<file path="src/rtl/dsp_pkg.sv">
// dsp_pkg: carry-in select encodings and widths shared across the DSP slice.
package dsp_pkg;

   localparam int CISEL_W = 3;

   typedef logic [CISEL_W-1:0] cisel_t;

   localparam cisel_t CISEL_CARRYIN = 3'b000;
   localparam cisel_t CISEL_NPCIN   = 3'b001;
   localparam cisel_t CISEL_CASCIN  = 3'b010;
   localparam cisel_t CISEL_PCIN    = 3'b011;
   localparam cisel_t CISEL_CASCFB  = 3'b100;
   localparam cisel_t CISEL_NPMSB   = 3'b101;
   localparam cisel_t CISEL_MULT    = 3'b110;
   localparam cisel_t CISEL_PMSB    = 3'b111;

endpackage

</file>
<file path="src/rtl/carry_pipe_reg.sv">
// carry_pipe_reg: 1-bit carry flop (async clear, sync clear, enable) or wire-through bypass.
module carry_pipe_reg #(
   parameter bit REG = 1'b1
) (
   input  logic clk_i,
   input  logic rst_ni,
   input  logic rst_i,
   input  logic ce_i,
   input  logic d_i,
   output logic q_o
);

   generate
      if (REG) begin : g_reg
         logic q_q, q_d;
         // Sync clear wins over enable so a held carry can always be flushed.
         always_comb q_d = rst_i ? 1'b0 : ce_i ? d_i : q_q;
         always_ff @(posedge clk_i or negedge rst_ni)
            if (!rst_ni) q_q <= 1'b0;
            else         q_q <= q_d;
         assign q_o = q_q;
      end else begin : g_bypass
         logic unused;
         assign unused = ^{clk_i, rst_ni, rst_i, ce_i};
         assign q_o = d_i;
      end
   endgenerate

endmodule

</file>
<file path="src/rtl/carry_in_logic.sv">
// carry_in_logic: selects the ALU carry-in among eight sources, aligning CARRYIN and the
// multiply-rounding carry with their operand pipeline stages.
module carry_in_logic
   import dsp_pkg::*;
#(
   parameter bit CARRYINREG     = 1'b1,
   parameter bit MULTCARRYINREG = 1'b1
) (
   input  logic   CLK,
   input  logic   RST_N,
   input  logic   RSTALLCARRYIN,
   input  logic   CECARRYIN,
   input  logic   CEM,
   input  cisel_t CARRYINSEL,
   input  logic   CARRYIN,
   input  logic   CARRYCASCIN,
   input  logic   CARRYCASCOUT_FB,
   input  logic   PCIN_MSB,
   input  logic   P_MSB,
   input  logic   A_MSB,
   input  logic   B_MSB,
   output logic   CIN_ALU
);

   logic cin_path, mc, mc_path;

   // Rounding carry for symmetric rounding of the signed product.
   assign mc = ~(A_MSB ^ B_MSB);

   carry_pipe_reg #(.REG(CARRYINREG)) u_cin_reg (
      .clk_i  (CLK),
      .rst_ni (RST_N),
      .rst_i  (RSTALLCARRYIN),
      .ce_i   (CECARRYIN),
      .d_i    (CARRYIN),
      .q_o    (cin_path)
   );

   carry_pipe_reg #(.REG(MULTCARRYINREG)) u_mc_reg (
      .clk_i  (CLK),
      .rst_ni (RST_N),
      .rst_i  (RSTALLCARRYIN),
      .ce_i   (CEM),
      .d_i    (mc),
      .q_o    (mc_path)
   );

   always_comb begin
      case (CARRYINSEL)
         CISEL_NPCIN:  CIN_ALU = ~PCIN_MSB;
         CISEL_CASCIN: CIN_ALU = CARRYCASCIN;
         CISEL_PCIN:   CIN_ALU = PCIN_MSB;
         CISEL_CASCFB: CIN_ALU = CARRYCASCOUT_FB;
         CISEL_NPMSB:  CIN_ALU = ~P_MSB;
         CISEL_MULT:   CIN_ALU = mc_path;
         CISEL_PMSB:   CIN_ALU = P_MSB;
         default:      CIN_ALU = cin_path;
      endcase
   end

endmodule
</file>
<file path="config.mk">
export PLATFORM = sky130hd
export DESIGN_NAME = carry_in_logic
export DESIGN_NICKNAME = d
export VERILOG_FILES = /design/src/rtl/dsp_pkg.sv /design/src/rtl/carry_pipe_reg.sv /design/src/rtl/carry_in_logic.sv
export SDC_FILE = /design/constraint.sdc
export NUM_CORES = 1
export LEC_CHECK = 0
export BUFFER_PORTS_ARGS = -buffer_cell sky130_fd_sc_hd__buf_2
export CAP_MARGIN = 25
export CORE_AREA = 5 5 42 44
export DETAILED_ROUTE_END_ITERATION = 10
export DIE_AREA = 0 0 47 49
export PLACE_DENSITY = 0.43
export SYNTH_ARGS = -nofsm -noshare
export SYNTH_HDL_FRONTEND = slang
export SYNTH_SLANG_ARGS = --single-unit
</file>
<file path="constraint.sdc">
create_clock -name CLK -period 1.1 [get_ports CLK]
set_input_delay 0.11 -clock CLK [delete_from_list [all_inputs] [get_ports CLK]]
set_output_delay 0.11 -clock CLK [all_outputs]
set_load 0.01 [all_outputs]
</file>
## Yosys cells after proc, flatten, opt, wreduce, memory -nomap -nowiden

Cells that the tools add are included.

- Register bits after elaboration: 2
- Latch bits: 0
- RAM bits: 0
- Memory bits (read-only): 0
- Word-level logic and storage cells: 20
- Memories: 0

- Add/sub/neg operators: 0
- $mul: 0
- Divide/modulo/power cells: 0
- Order comparisons: 0
- Eq/ne operators: 7
- Shift operators: 0
- Multiplexer cells: 5
- Bitwise operators: 4
- Reduce and logical (&&, ||, !) cells: 2

Operators with widths:

| kind | number |
|---|---|
| $eq 3x3->1 const B | 4 |
| $pmux 1 s7 | 1 |
| $eq 3x2->1 const B | 2 |
| $mux 1 | 4 |
| $reduce_bool 2->1 | 2 |
| $eq 3x1->1 const B | 1 |
| $not 1->1 | 3 |
| $xor 1x1->1 | 1 |

## Longest topological paths before layout

Gate-level depths: netlist of the first run.

- Depth in word-level cells: 4
- Depth in mapped cells: 3

## By module

From an unflattened synthesis of the first run, not the netlist that was laid out.

- Cell total of the unflattened synthesis: 14
- Area total of the unflattened synthesis: 162.7 um^2

By module, submodules not included:

| module | instances | cells each | area an instance (um^2) |
|---|---|---|---|
| carry_in_logic | 1 | 8 | 85.1 |
| carry_pipe_reg | 2 | 3 | 38.8 |

## Worst setup path before layout of the first run

Ideal clock, no wire load.

- Kind: reg-to-output
- Start: register u_mc_reg.g_reg.q_q, in the netlist u_mc_reg.q_o
- End: output CIN_ALU
- Arrival: 1.103 ns
- Required time: 0.990 ns
- Slack: -0.113 ns
- Stages on the path, launching flop included: 3
- Cell sequence: dfrtp_1 mux2_4 mux4_2

- Word-level cells in the longest chain between the ends: 1

Ends and longest elaborated chain:

| item | RTL line | source |
|---|---|---|
| from (decl) | carry_pipe_reg.sv:15 | `logic q_q, q_d;` |
| from (signal assigned) | carry_pipe_reg.sv:20 | `else q_q <= q_d;` |
| $pmux 1 s7 | carry_in_logic.sv:49 | `case (CARRYINSEL)` |
| to (decl) | carry_in_logic.sv:22 | `output logic CIN_ALU` |

No other way between the ends.

## Final worst setup path of the first run

Ends and elaborated chain as after synthesis.

==> flow_summary.yaml, run 1 <==
status:
  status: "complete, but fails checks"
  violations: "setup timing"
yosys:
  synthCells: 14
  ys_seq_elements: 2
  yosysUniqueCellTypes: 8
  synth_area_leaders: "dfrtp_1 (31%), mux2i_1 (25%), mux4_2 (14%)"
  syn_area_per_cell_um2: 11.6
  synth_edf_count: 0
  synthArstFlopShare: 1.00
  ys_seq_area_frac: 0.308
  synth_area_um2: 163
  yosysTopAreaCell: "dfrtp_1"
  syn-num-nets: 29
  synth.most_common_cell: "mux2i_1"
  yosys_warnings: 0
  synth_top_area_share: 0.308
  synth_common_cells: "mux2i_1 (4), dfrtp_1 (2), inv_1 (2), nor2_1 (2)"
  ys.flop_type: "dfrtp_1"
grt:
  grt_pass1_wl_um: 717
  grt_max_degree: 4
  grt_util_all_layers: 0.0458
  antenna_found_initial: 0
  grt.overflow.total: 0
  first_global_vias: 206
placement:
  port_buffers: 15
  dp_worst_setup_slack_ps: -238
  place_area_um2: 288
  place_congestion: 0.585
power_and_ir_drop:
  vdd_ir_drop_max_mv: 0.381
  leakage_uw: 0.000191
  p_per_area_nw_per_um2: 1000
sta:
  timing.slew.headroom: 0.913
  skew_ps: 0
  fin_setup_tns_ps: -469
  period_share: 1.43
  finalHoldViolations: 0
  rsz0062_at_grt: "true"
  tightest_slew_ps: 127
  finalWorstSetupSlack_ps: -469
  finalWorstPathRequiredPeriod_ps: 1570
  slew_viol_final: 0
  max_freq_mhz: 637
  setup_violations: 1
routing:
  drc: 0
  post_drt_wl_per_cell_um: 8.67
  num_vias: 194
  viasPerCell: 3.53
  dr.pass1.iters: 2
  postRouteAntennaNets: 0
  drtIter0Drc: 3
  wl_um: 477
worst_hold_path:
  hold_start: "RSTALLCARRYIN"
  hold_class: "in -> reg"
  holdPathEnd: "u_cin_reg.q_o"
  worstHoldPathCells: 2
cts:
  cts_tree: "done"
  h-tree-depth: 1
  clkTransAtPathRegs_ps: 30
  root_buffer: "clkbuf_4"
  cts_num_sinks: 2
  cts_buffer_depth: 2
  worstSkewPairLatency_ps: 220
  cts_inserted_buffers: 3
floorplanning:
  coreArea_um2: 1400
  die_h_um: 49
  ioPinCount: 16
  die_w_um: 47
  die-area_um2: 2300
  initial_core_util: 0.116
  num_rows: 14
critical_path:
  critPathKind: "reg -> out"
  r2r_cells: 4
  crit_arrival_ps: 1460
  crit-reg2reg-launch: "u_mc_reg.q_o"
  rrSetupSlack_ps: 200
  worst_r2r_endpoint: "u_mc_reg.q_o"
  path_max_fanout: 2
  critPathCaptureType: "output pin"
  crit_required_ps: 990
  start_kind: "flop"
finish:
  area_delta_synth_final_pct: 110
  fin_area_um2: 342
  n_antenna_cell: 0
  fin_util: 0.244
  drive_gt1_frac: 0.667
  finalNetCount: 56
  num-fill-cells: 169
job:
  maxCapViolCount: 0
critical path: stages (launching register included):
cell and delay [ps]:
dfrtp_1 360, mux2_4 260, mux4_2 470, buf_6 140
area by class of cell:
class / instances / area [um2] / share of cell area
Timing Repair Buffer: 22 / 136 / 0.399
Multi-Input combinational cell: 10 / 105 / 0.308
Sequential cell: 2 / 50.0 / 0.147
Clock buffer: 3 / 22.5 / 0.0659
Tap cell: 16 / 20.0 / 0.0586
Inverter: 2 / 7.51 / 0.0220
state kept, by name (all words and copies together), names as in the netlist:
| name | flops |
|---|---|
| u_mc_reg.q_o | 1 |
| u_cin_reg.q_o | 1 |
cell families (layout without fill, tap and decap cells):
kind of cell	Yosys count	after routing	share of synthesized area
xor+xnor	1	1	0.0539
buf+inv	2	27	0.0462
mux	7	7	0.546
simple gates	2	2	0.0462
flops	2	2	0.308
stage by stage:
stage / total power [uW] / std cells / hold slack (ps)
detailed placement: 166 / 49 / -99.9
global placement: 166 / 49 / -100
finish: 343 / 55 / 51.6
CTS: 352 / 54 / 44.4
global route: 367 / 55 / 59.7
floorplan: 116 / 14 / -186
worst max-delay path by stage:
stage	cells past startpoint	start	slack (ps)	endpoint
detailed placement	3	u_mc_reg.q_o	-240	CIN_ALU
global placement	3	u_mc_reg.q_o	-230	CIN_ALU
CTS	3	u_mc_reg.q_o	-480	CIN_ALU
global route	3	u_mc_reg.q_o	-510	CIN_ALU
finish	3	u_mc_reg.q_o	-470	CIN_ALU
floorplan	2	u_mc_reg.q_o	-110	CIN_ALU
power breakdown:
group	switching (uW)	internal, uW	total [uW]
Sequential	2.37	78.9	81.3
Combinational	30.9	68.3	99.2
Clock	42.0	120	162
Total	75.2	268	343
placed cells by master (no fill, tap or decap):
cell type	count
buf_4	6
mux2_1	1
clkbuf_4	3
dlygate4sd3_1	1
buf_2	14
buf_6	1
nor2_1	2
inv_1	2
mux4_2	1
mux2_4	1
xnor2_1	1
dfrtp_1	2
mux2i_1	4
metal layers:
metal  vias up  wire length, um  GRT usage
li1         99                -          -
met1        81              182     0.0419
met2        14              193     0.0566
met3         0              102     0.0332
met4         0                0     0.0553
met5         -                0          0
timing repair:
item                                    4_1_cts  5_1_grt
buffers inserted                              1        1
hold buffers                                  1        0
endpoints found under the setup margin        1        1
gates cloned                                  0        0
endpoints found under the hold margin         2        0
resized for setup                             1        0
Note: power is estimated with default switching activity, not from simulation.
==> run 2, diff against run 1 <==
--- a/config.mk
+++ b/config.mk
@@ -10,7 +10,7 @@
 export CORE_AREA = 5 5 42 44
 export DETAILED_ROUTE_END_ITERATION = 10
 export DIE_AREA = 0 0 47 49
-export PLACE_DENSITY = 0.43
+export PLACE_DENSITY_LB_ADDON = 0.05
 export SYNTH_ARGS = -nofsm -noshare
 export SYNTH_HDL_FRONTEND = slang
 export SYNTH_SLANG_ARGS = --single-unit
==> run 2 against run 1 <==
Net effect:
- the flow still finishes with violations (setup timing)
- critical path depth stayed put
- routed wire length up 5.2%
- via count is 4.1% lower
- design area is 4.4% lower
- non-clock buffer count down 2
- global-route usage up 0.43 points
- register-to-register slack got worse by 110 ps
- sequential cell count did not move
- clock skew did not move
- utilization down 1.1 points
- clock power barely moved
- sequential share of layout area up 0.67 points
- critical endpoint unchanged
- largest power group unchanged
- highest routed layer unchanged
==> flow_summary.yaml, run 2 (synthesis gave the netlist of run 1 again) <==
sta:
  slew_viol_final: 0
  period_share: 1.43
  timing.slew.headroom: 0.906
  tightest_slew_ps: 138
  finalWorstSetupSlack_ps: -469
  setup_violations: 1
  rsz0062_at_grt: "true"
  skew_ps: 0
  finalWorstPathRequiredPeriod_ps: 1570
  fin_setup_tns_ps: -469
  finalHoldViolations: 0
  max_freq_mhz: 637
status:
  violations: "setup timing"
  status: "complete, but fails checks"
power_and_ir_drop:
  combPwrFrac: 0.285
  pwr-share-seq: 0.241
  leakage_uw: 0.000182
  vdd_ir_drop_max_mv: 0.479
  clockPowerShare: 0.474
  switching_share: 0.216
  power_switching_uw: 72.5
  p_per_area_nw_per_um2: 1030
  internal-power_uw: 264
critical_path:
  critPathKind: "reg -> out"
  rrSetupSlack_ps: 90
  cp_num_buf_inv: 1
  crit_arrival_ps: 1460
  path_max_fanout: 2
  crit_required_ps: 990
  crit-reg2reg-launch: "u_mc_reg.q_o"
  start_kind: "flop"
  crit_chain: "mux2_4 > mux4_2 > buf_6"
  critPathCaptureType: "output pin"
  crit_start: "u_mc_reg.q_o"
  cp_slowest_cell: "mux4_2"
  crit_family: "multiplexers"
  crit_path_max_incr_delay_ps: 480
finish:
  final_cell_mix: "buf_2 (14), mux2i_1 (4), buf_4 (4), clkbuf_4 (3)"
  n_antenna_cell: 0
  final_common_cell: "buf_2"
  drive_gt1_frac: 0.649
  layout.cells.non_filler: 53
  area_delta_synth_final_pct: 101
  finalNetCount: 54
placement:
  port_buffers: 15
  place_congestion: 0.678
  dp.cells: 47
floorplanning:
  num_rows: 14
  ioPinCount: 16
  die-area_um2: 2300
  coreArea_um2: 1400
  die_h_um: 49
  die_w_um: 47
  initial_core_util: 0.116
grt:
  grt.overflow.total: 0
  antenna_found_initial: 0
  grt_max_degree: 5
  grt_util_all_layers: 0.0501
  first_global_vias: 199
  grt_pass1_wl_um: 786
routing:
  post_drt_wl_per_cell_um: 9.47
  drtIter0Drc: 4
  num_vias: 186
  dr.pass1.iters: 2
  postRouteAntennaNets: 0
  wl_um: 502
  viasPerCell: 3.51
  drc: 0
cts:
  root_buffer: "clkbuf_4"
  worstSkewPairLatency_ps: 220
  cts_tree: "done"
  cts_inserted_buffers: 3
  cts_buffer_depth: 2
  cts_num_sinks: 2
  clkTransAtPathRegs_ps: 30
  h-tree-depth: 1
job:
  maxCapViolCount: 0
worst_hold_path:
  hold_start: "RSTALLCARRYIN"
  hold_class: "in -> reg"
==> run 2: cell count changes in the layout (fill, tap and decap cells not counted), sizes merged <==
cell / previous run / this run
buf: 21 / 19
==> run 2: worst paths after layout <==
path                                  to  cells after the start
max                              CIN_ALU                      3
min                         u_mc_reg.q_o                      2
max reg2reg                 u_mc_reg.q_o                      5
min reg2reg                u_cin_reg.q_o                      2
max in group asynchronous  u_cin_reg.q_o                      2
min in group asynchronous   u_mc_reg.q_o                      2
==> run 2: what timing repair did <==
item,4_1_cts,5_1_grt
hold buffers,1,0
hold endpoints to repair,2,0
gates resized for setup,1,0
gates cloned,0,0
setup endpoints to repair,1,1
buffers inserted,1,1
==> run 2: stage by stage <==
stage	area (um2)	total power [uW]	hold WS, ps	utilization	worst slack [ps]
global placement	273	161	-102	0.195	-225
floorplan	163	116	-186	-	-113
global route	327	370	52.5	0.233	-511
detailed placement	273	164	-103	0.195	-261
finish	327	336	57.6	0.233	-469
CTS	319	348	47.4	0.228	-490
==> run 2: power by group through the flow <==
stage / logic [uW] / clock network [uW] / registers [uW]
6_report: 95.9 / 159 / 81.0
5_1_grt: 104 / 184 / 81.5
4_1_cts: 95.0 / 172 / 81.2
3_5_place_dp: 81.9 / 0 / 82.1
3_3_place_gp: 78.8 / 0 / 82.2
2_1_floorplan: 34.8 / 0 / 81.4
==> run 2: layer usage <==
metal | GRT usage | up-vias | wire length, um
met2 | 0.0633 | 11 | 233
met3 | 0.0369 | 0 | 92
li1 | - | 96 | -
met5 | 0 | - | 0
met1 | 0.0531 | 79 | 176
met4 | 0.0415 | 0 | 0
==> run 2: worst register-to-register path: stages (launching register included) <==
cell     delay, ps
dfrtp_1        360
buf_4          130
buf_4          120
buf_4          110
mux2i_1        130
nor2_1          50
==> run 2: area by class of cell <==
| cell class | instances | area, um2 |
|---|---|---|
| multi-input combinational | 10 | 105 |
| inverter | 2 | 7.51 |
| tap | 16 | 20.0 |
| clock buffer | 3 | 22.5 |
| timing repair buffer | 20 | 121 |
| fill | 167 | 1070 |
| sequential | 2 | 50.0 |
==> run 3, diff against run 2 <==
--- a/config.mk
+++ b/config.mk
@@ -11,6 +11,7 @@
 export DETAILED_ROUTE_END_ITERATION = 10
 export DIE_AREA = 0 0 47 49
 export PLACE_DENSITY_LB_ADDON = 0.05
+export REMOVE_ABC_BUFFERS = 1
 export SYNTH_ARGS = -nofsm -noshare
 export SYNTH_HDL_FRONTEND = slang
 export SYNTH_SLANG_ARGS = --single-unit
==> constraint.sdc (replaced) <==
create_clock -name CLK -period 1.1 [get_ports CLK]
set_input_delay 0.11 -clock CLK [delete_from_list [all_inputs] [get_ports CLK]]
set_output_delay 0.11 -clock CLK [all_outputs]
set_load 0.1 [all_outputs]
==> run 3 against run 2 <==
Net effect:
- the run still ends with setup timing left
- critical path depth stayed put
- die area stayed put
- first-iteration DRC count stayed put
- final cell count is 3.8% lower
- routed wire length is 0.60% lower
- largest power group unchanged
- sequential share of layout area is 0.74 points higher
==> flow_summary.yaml, run 3 (synthesis gave the netlist of run 1 again) <==
sta:
  max_freq_mhz: 610
  rsz0062_at_grt: "true"
  finalWorstSetupSlack_ps: -539
  timing.slew.headroom: 0.865
  slew_viol_final: 0
  period_share: 1.49
  tightest_slew_ps: 203
  skew_ps: 0
  finalHoldViolations: 0
  finalWorstPathRequiredPeriod_ps: 1640
  setup_violations: 1
routing:
  postRouteAntennaNets: 0
  dr.pass1.iters: 2
  num_vias: 181
  post_drt_wl_per_cell_um: 9.78
  viasPerCell: 3.55
  wl_um: 499
  drtIter0Drc: 4
  drc: 0
cts:
  cts_tree: "done"
  cts_inserted_buffers: 3
  cts_buffer_depth: 2
  clkTransAtPathRegs_ps: 30
  h-tree-depth: 1
  root_buffer: "clkbuf_4"
  cts_num_sinks: 2
  cts_setup_buffers: 0
  worstSkewPairLatency_ps: 220
placement:
  place_area_um2: 273
  dp_worst_setup_slack_ps: -414
  port_buffers: 15
  place_congestion: 0.678
critical_path:
  crit_chain: "mux2_4 > mux4_2 > buf_6"
  cp_slowest_cell: "mux4_2"
  critPathKind: "reg -> out"
  path_max_fanout: 2
  critPathCaptureType: "output pin"
  cp_num_buf_inv: 1
  crit_family: "multiplexers"
  start_kind: "flop"
  crit_arrival_ps: 1530
  crit_path_max_incr_delay_ps: 480
  crit_required_ps: 990
power_and_ir_drop:
  p_per_area_nw_per_um2: 1170
  vdd_ir_drop_max_mv: 0.467
  internal-power_uw: 258
  leakage_uw: 0.000171
  combPwrFrac: 0.338
  power_switching_uw: 105
  pwr-share-seq: 0.224
  switching_share: 0.289
  power_uw: 363
  clockPowerShare: 0.439
floorplanning:
  initial_core_util: 0.116
  ioPinCount: 16
  die-area_um2: 2300
  num_rows: 14
  die_h_um: 49
  die_w_um: 47
  coreArea_um2: 1400
finish:
  fin_area_um2: 312
  area_delta_synth_final_pct: 91.5
  final_common_cell: "buf_2"
  fin_util: 0.222
  final_cell_mix: "buf_2 (14), mux2i_1 (4), clkbuf_4 (3)"
  n_antenna_cell: 0
  drive_gt1_frac: 0.629
  finalNetCount: 52
status:
  status: "complete, but fails checks"
  violations: "setup timing"
grt:
  use_met2: 0.0633
  antenna_found_initial: 0
  grt_max_degree: 5
  grt_util_all_layers: 0.0494
  grt_pass1_wl_um: 772
  gr-usage-met1: 0.0509
  first_global_vias: 196
  busiest_layer: "met2"
  use_met3: 0.0369
  grt.overflow.total: 0
job:
  maxCapViolCount: 0
worst_hold_path:
  hold_class: "in -> reg"
-- run 3: cell count changes in the layout (fill, tap and decap cells not counted) --
| cell | delta |
|---|---|
| buf_4 | -2 |
-- run 3: what timing repair did --
item,in CTS,in global routing
pin swaps,0,0
endpoints found under the setup margin,1,1
endpoints found under the hold margin,2,0
gates resized for setup,2,0
hold buffers,1,0
-- run 3: through the flow --
| stage | instances | hold WS, ps | TNS (ps) |
|---|---|---|---|
| 6_report | 51 | 57.6 | -539 |
| 5_1_grt | 51 | 52.5 | -585 |
| 4_1_cts | 51 | 47.4 | -561 |
| 3_5_place_dp | 47 | -103 | -414 |
| 3_3_place_gp | 47 | -102 | -379 |
| 2_1_floorplan | 14 | -186 | -360 |
-- run 3: layout make-up --
type | instances | area (um2)
clock buffer | 3 | 22.5
fill | 169 | 1090
inverter | 2 | 7.51
multi-input combinational | 10 | 105
sequential | 2 | 50.0
tap | 16 | 20.0
timing repair buffer | 18 | 106
-- run 3: worst paths after layout --
| check | from | end | slack (ps) | depth (start not counted) |
|---|---|---|---|---|
| worst max-delay path | u_mc_reg.q_o | CIN_ALU | -540 | 3 |
| worst min-delay path | RSTALLCARRYIN | u_mc_reg.q_o | 60 | 2 |
| worst max register to register | u_mc_reg.q_o | u_mc_reg.q_o | 310 | 3 |
| worst min register to register | u_cin_reg.q_o | u_cin_reg.q_o | 510 | 2 |
| max in group asynchronous | RST_N | u_cin_reg.q_o | 800 | 2 |
| min in group asynchronous | RST_N | u_mc_reg.q_o | 200 | 2 |
-- run 3: power by group through the flow --
| stage | Sequential, uW | Combinational, uW | Clock, uW |
|---|---|---|---|
| after global placement | 82.2 | 112 | 0 |
| after floorplan | 81.4 | 69.1 | 0 |
| after CTS | 81.3 | 125 | 172 |
| after global routing | 81.8 | 130 | 184 |
| final | 81.2 | 123 | 159 |
| after detailed placement | 82.1 | 116 | 0 |
-- run 3: routing by layer --
layer  up-vias  wire (um)
met5         -          0
met3         0         92
li1         92          -
met1        78        173
met4         0          0
met2        11        233
